==> src/rtl/mlp_pkg.sv <==
// Shared types, defaults and requantisation helper for the MNIST MLP datapath.
// Used by the dense-layer engine, the board top and the other layers.
package mlp_pkg;

    localparam int DEF_DATA_W   = 8;
    localparam int DEF_WEIGHT_W = 8;
    localparam int DEF_ACC_W    = 32;

    typedef enum logic [2:0] {
        S_IDLE,
        S_BIAS,
        S_MAC,
        S_WRITE,
        S_DONE
    } state_t;

    // Shift, optional ReLU, then clamp to a signed data_w-bit range.
    function automatic logic signed [63:0] requant(
        input logic signed [63:0] acc,
        input int                 shift,
        input int                 data_w,
        input bit                 relu
    );
        logic signed [63:0] y;
        logic signed [63:0] hi;
        logic signed [63:0] lo;
        y  = acc >>> shift;
        hi = (64'sd1 <<< (data_w - 1)) - 64'sd1;
        lo = -(64'sd1 <<< (data_w - 1));
        if (relu && y < 0)
            y = '0;
        if (y > hi)
            y = hi;
        else if (y < lo)
            y = lo;
        return y;
    endfunction

endpackage

==> src/rtl/mlp_mac_unit.sv <==
// Input extension, signed multiply and bias-seeded accumulate.
// load selects the bias as the base for the first product of a neuron.
module mlp_mac_unit #(
    parameter int DATA_W      = 8,
    parameter int WEIGHT_W    = 8,
    parameter int BIAS_W      = 16,
    parameter int ACC_W       = 32,
    parameter int IN_UNSIGNED = 1
) (
    input  logic                       clk,
    input  logic                       rst_n,
    input  logic                       load,
    input  logic                       en,
    input  logic [DATA_W-1:0]          in_data,
    input  logic signed [WEIGHT_W-1:0] w_data,
    input  logic signed [BIAS_W-1:0]   b_data,
    output logic signed [ACC_W-1:0]    acc
);

    logic signed [DATA_W:0]          x_ext;
    logic signed [DATA_W+WEIGHT_W:0] prod;
    logic signed [ACC_W-1:0]         base;

    assign x_ext = (IN_UNSIGNED != 0) ? $signed({1'b0, in_data})
                                      : $signed({in_data[DATA_W-1], in_data});
    assign prod  = x_ext * w_data;
    assign base  = load ? ACC_W'(b_data) : acc;

    always_ff @(posedge clk or negedge rst_n) begin
        if (!rst_n)
            acc <= '0;
        else if (en)
            acc <= base + ACC_W'(prod);
    end

endmodule

==> src/rtl/mlp_dense_layer.sv <==
// Fully-connected layer engine: per-neuron bias + dot product, requantise,
// write out, and track the argmax class across neurons.
module mlp_dense_layer
    import mlp_pkg::*;
#(
    parameter int N_IN        = 784,
    parameter int N_OUT       = 10,
    parameter int DATA_W      = DEF_DATA_W,
    parameter int WEIGHT_W    = DEF_WEIGHT_W,
    parameter int BIAS_W      = 16,
    parameter int ACC_W       = DEF_ACC_W,
    parameter int FRAC_SHIFT  = 7,
    parameter int RELU        = 1,
    parameter int IN_UNSIGNED = 1,
    parameter int IDX_W       = (N_OUT > 1) ? $clog2(N_OUT) : 1,
    parameter int IN_AW       = $clog2(N_IN),
    parameter int W_AW        = $clog2(N_IN * N_OUT)
) (
    input  logic                       CLOCK_50,
    input  logic                       KEY,
    input  logic                       start,
    output logic                       busy,
    output logic                       done,
    output logic [IN_AW-1:0]           in_addr,
    input  logic [DATA_W-1:0]          in_data,
    output logic [W_AW-1:0]            w_addr,
    input  logic signed [WEIGHT_W-1:0] w_data,
    output logic [IDX_W-1:0]           b_addr,
    input  logic signed [BIAS_W-1:0]   b_data,
    output logic                       out_we,
    output logic [IDX_W-1:0]           out_addr,
    output logic signed [DATA_W-1:0]   out_data,
    output logic [IDX_W-1:0]           class_idx
);

    localparam logic [IN_AW-1:0] I_LAST = IN_AW'(N_IN - 1);
    localparam logic [IN_AW-1:0] I_PEN  = IN_AW'(N_IN - 2);
    localparam logic [IDX_W-1:0] J_LAST = IDX_W'(N_OUT - 1);

    state_t                   state;
    logic [IN_AW-1:0]         i;
    logic [IDX_W-1:0]         j;
    logic [IDX_W-1:0]         best_idx;
    logic signed [ACC_W-1:0]  best_acc;
    logic signed [ACC_W-1:0]  acc;
    logic signed [DATA_W-1:0] y_q;
    logic                     new_best;

    mlp_mac_unit #(
        .DATA_W     (DATA_W),
        .WEIGHT_W   (WEIGHT_W),
        .BIAS_W     (BIAS_W),
        .ACC_W      (ACC_W),
        .IN_UNSIGNED(IN_UNSIGNED)
    ) u_mac (
        .clk    (CLOCK_50),
        .rst_n  (KEY),
        .load   (i == '0),
        .en     (state == S_MAC),
        .in_data(in_data),
        .w_data (w_data),
        .b_data (b_data),
        .acc    (acc)
    );

    assign y_q      = DATA_W'(requant(64'(acc), FRAC_SHIFT, DATA_W, RELU != 0));
    assign new_best = (j == '0) || (acc > best_acc);

    // Addresses run one step ahead of the MAC to cover the 1-cycle read latency.
    always_ff @(posedge CLOCK_50 or negedge KEY) begin
        if (!KEY) begin
            state     <= S_IDLE;
            i         <= '0;
            j         <= '0;
            best_idx  <= '0;
            best_acc  <= '0;
            busy      <= 1'b0;
            done      <= 1'b0;
            in_addr   <= '0;
            w_addr    <= '0;
            b_addr    <= '0;
            out_we    <= 1'b0;
            out_addr  <= '0;
            out_data  <= '0;
            class_idx <= '0;
        end else begin
            out_we <= 1'b0;
            busy   <= state inside {S_BIAS, S_MAC, S_WRITE};
            done   <= state == S_DONE;
            unique case (state)
                S_IDLE: begin
                    best_idx <= '0;
                    best_acc <= '0;
                    if (start) begin
                        state   <= S_BIAS;
                        j       <= '0;
                        b_addr  <= '0;
                        in_addr <= '0;
                        w_addr  <= '0;
                    end
                end
                S_BIAS: begin
                    state   <= S_MAC;
                    i       <= '0;
                    in_addr <= IN_AW'(1);
                    w_addr  <= w_addr + 1'b1;
                end
                S_MAC: begin
                    i <= i + 1'b1;
                    if (i < I_PEN) begin
                        in_addr <= in_addr + 1'b1;
                        w_addr  <= w_addr + 1'b1;
                    end
                    if (i == I_LAST)
                        state <= S_WRITE;
                end
                S_WRITE: begin
                    out_we   <= 1'b1;
                    out_addr <= j;
                    out_data <= y_q;
                    if (new_best) begin
                        best_idx <= j;
                        best_acc <= acc;
                    end
                    if (j == J_LAST) begin
                        state     <= S_DONE;
                        class_idx <= new_best ? j : best_idx;
                    end else begin
                        state   <= S_BIAS;
                        j       <= j + 1'b1;
                        b_addr  <= j + 1'b1;
                        in_addr <= '0;
                        w_addr  <= w_addr + 1'b1;
                    end
                end
                S_DONE: begin
                    if (!start)
                        state <= S_IDLE;
                end
                default: state <= S_IDLE;
            endcase
        end
    end

endmodule

==> config.mk <==
export PLATFORM = sky130hd
export DESIGN_NAME = mlp_dense_layer
export DESIGN_NICKNAME = d
export VERILOG_FILES = /design/src/rtl/mlp_pkg.sv /design/src/rtl/mlp_mac_unit.sv /design/src/rtl/mlp_dense_layer.sv
export SDC_FILE = /design/constraint.sdc
export NUM_CORES = 1
export LEC_CHECK = 0
export ABC_AREA = 1
export CELL_PAD_IN_SITES_DETAIL_PLACEMENT = 0
export CELL_PAD_IN_SITES_GLOBAL_PLACEMENT = 1
export CORE_UTILIZATION = 52
export DETAILED_ROUTE_END_ITERATION = 12
export DONT_BUFFER_PORTS = 1
export PLACE_DENSITY = 0.87
export SETUP_SLACK_MARGIN = 0.02
export SKIP_CTS_REPAIR_TIMING = 1
export SLEW_MARGIN = 10
export SYNTH_ARGS = -nofsm -noshare
export SYNTH_HDL_FRONTEND = slang
export SYNTH_HIERARCHICAL = 1
export SYNTH_SLANG_ARGS = --single-unit
export TNS_END_PERCENT = 5
==> constraint.sdc <==
create_clock -name CLOCK_50 -period 10.1 [get_ports CLOCK_50]
set_input_delay 2.02 -clock CLOCK_50 [delete_from_list [all_inputs] [get_ports CLOCK_50]]
set_output_delay 2.02 -clock CLOCK_50 [all_outputs]
set_load 0.03 [all_outputs]
==> results.toml <==
[route]
drt_iter0_drc = 451
routed_wirelength_um = 27390
vias = 9647
drt_first_pass_iters = 9
ant_nets = 0
post-route-drc-count = 11
drt-wirelength-per-cell_um = 14.64
vias_per_cell = 5.156

[sta]
fin_crit_sh_pct = 62.18
max_freq_mhz = 159.2
finClkSkew_ns = 0.01221
rsz0062_at_grt = "false"
setup-violations-final = 0
max_slew.worst_pin.slew_ns = 1.119
tns_ns = 0
period_needed_ns = 6.281
maxSlewViolCount = 0
hold_violations = 0
slew_headroom_pct = 25.23

[yosys]
yosys.area.top_type = "dfrtp_1"
synth_seq_cells = 127
synth_warnings = 6
syn_avg_cell_area_um2 = 7.333
ys_types = 51
syn-num-nets = 1833
synthTopCellsByArea = "dfrtp_1, ha_1, nand2_1"
synth_edf_count = 0
synth_cells = 1599
synth-main-ff-cell = "dfrtp_1"
ys_seq_area_share_pct = 27.10
synth_top_area_share_pct = 27.10
synthArstFlopShare_pct = 100.0
synth_area_um2 = 11720

[critical_path]
path_class = "in -> reg"
critPathRequiredTime_ns = 10.39
critPathArrivalTime_ns = 6.57
path_max_fanout = 18
end_kind = "flip-flop"
startpoint_type = "input port"

[global_route]
gr-total-overflow = 0
met3_usage_pct = 4.067
busiest_layer = "met2"
grtUsageTotal_pct = 24.81
grt_max_degree = 128
grt_pass1_vias = 9559
antenna_found_initial = 0
grt_util_met1_pct = 30.91
grt_pass1_wl_um = 46130
use_met2_pct = 44.33

[final_layout]
antennaDiodeCount = 0
area_delta_synth_final_pct = 6.296
drive_above_1_share_pct = 7.165
final_cell_mix = "nand2_1, inv_1, ha_1"
fin_nets = 1812
mostFrequentLayoutCell = "nand2_1"

[cts]
htreeDepth = 4
clock_sinks = 127
clkSlewWorstSetupHoldPaths_ns = 0.06
insertion_delay_ns = 0.43
tritoncts = "done"
cts_buffers = 17
clockBufferDepth = 2
root_buffer = "clkbuf_16"

[place]
gp_congestion = 0.8722
numPortBuffers = 0
dp_hpwl_um = 21250

[floorplan]
die_w_um = 152.2
die_h_um = 152.2
rows = 54
core_area_um2 = 21960
ios = 81
die_area_um2 = 23150
initial_core_util_pct = 53.40

[status]
status = "finished, violations left"
violations = "design-rule violations"

[worst_hold_path]
hold_class = "reg -> reg"

[flow_run]
max_cap_violations = 0
critical path: stages:
cell and delay (ns):
clkinv_1 0.23, or2_2 0.39, fa_1 0.51, fa_1 0.55
inv_1 0.05, fa_1 0.51, fa_1 0.52, fa_1 0.49
ha_1 0.39, nand2_1 0.11, nor2_1 0.20, nand2_1 0.10
nand2_1 0.11, nand2_1 0.09, nand3_1 0.09, nand2_1 0.05
nand3_1 0.07, o21ai_1 0.07
final timing paths:
check / startpoint / end / slack, ns / cells past startpoint
setup / recovery: w_data[7] / u_mac/acc[27] / 3.82 / 18
hold / removal: best_acc[25] / best_acc[25] / 0.47 / 2
setup reg to reg: i[0] / u_mac/acc[27] / 4.45 / 24
hold reg to reg: best_acc[25] / best_acc[25] / 0.47 / 2
max in group asynchronous: KEY / u_mac/acc[19] / 8.59 / 0
min in group asynchronous: KEY / best_idx[0] / 1.29 / 0
cells in the mapped netlist (8+ instances only):
cell type  instances
inv_2             10
nand3_1           94
nand4_1           17
nor2_2            10
nand2_2           30
nand3_2            9
clkbuf_1          29
nand2_1          448
nor2_1            95
a21oi_1           43
o21ai_0           73
inv_1            309
dfrtp_1          127
nor3_1             8
fa_1              52
o21ai_1           10
ha_1             147
layer usage:
| metal | part of all wire (%) | wire length [µm] | vias to the layer above |
|---|---|---|---|
| met3 | 4.1 | 1117 | 28 |
| li1 | - | - | 4928 |
| met4 | 1.5 | 399 | 0 |
| met2 | 49 | 13480 | 158 |
| met1 | 45 | 12390 | 4533 |
| met5 | 0 | 0 | - |
per-stage QoR:
| stage | instances | area, µm² | hold slack, ns | setup slack (ns) | util [%] |
|---|---|---|---|---|---|
| 2_1_floorplan | 1599 | 11730 | 0.4419 | 3.828 | - |
| 3_3_place_gp | 1839 | 11890 | 0.4540 | 3.481 | 54.15 |
| 3_5_place_dp | 1839 | 11890 | 0.4582 | 3.406 | 54.15 |
| 4_1_cts | 1871 | 12460 | 0.4736 | 3.839 | 56.76 |
| 5_1_grt | 1871 | 12460 | 0.4899 | 3.584 | 56.76 |
| 6_report | 1871 | 12460 | 0.4692 | 3.819 | 56.76 |
cells by family after synthesis:
kind of cell	synth area share, %
simple gates	27.96
buf+inv	12.07
fa+ha+maj	24.57
compound gates	6.776
xor+xnor	0.8217
mux	0.7043
flops	27.10
area by class of cell:
cell class / count / area, µm²
Clock buffer: 18 / 439.2
Clock inverter: 14 / 132.6
Fill cell: 2123 / 9495
Inverter: 321 / 1205
Multi-Input combinational cell: 1109 / 7143
Sequential cell: 127 / 3178
Tap cell: 280 / 350.3
Timing Repair Buffer: 2 / 15.01
sequential cells by signal, indices dropped and copies added, names as in the netlist:
register and flops:
out_data 8, best_idx 4, out_addr 4, best_acc 32, j 4, state 3, class_idx 4, busy 1
u_mac/acc 32, w_addr 13, done 1, out_we 1, in_addr 10, i 10
Power is not shown: default switching activity piles up to over one toggle a cycle in this logic, so the estimate is an artifact.
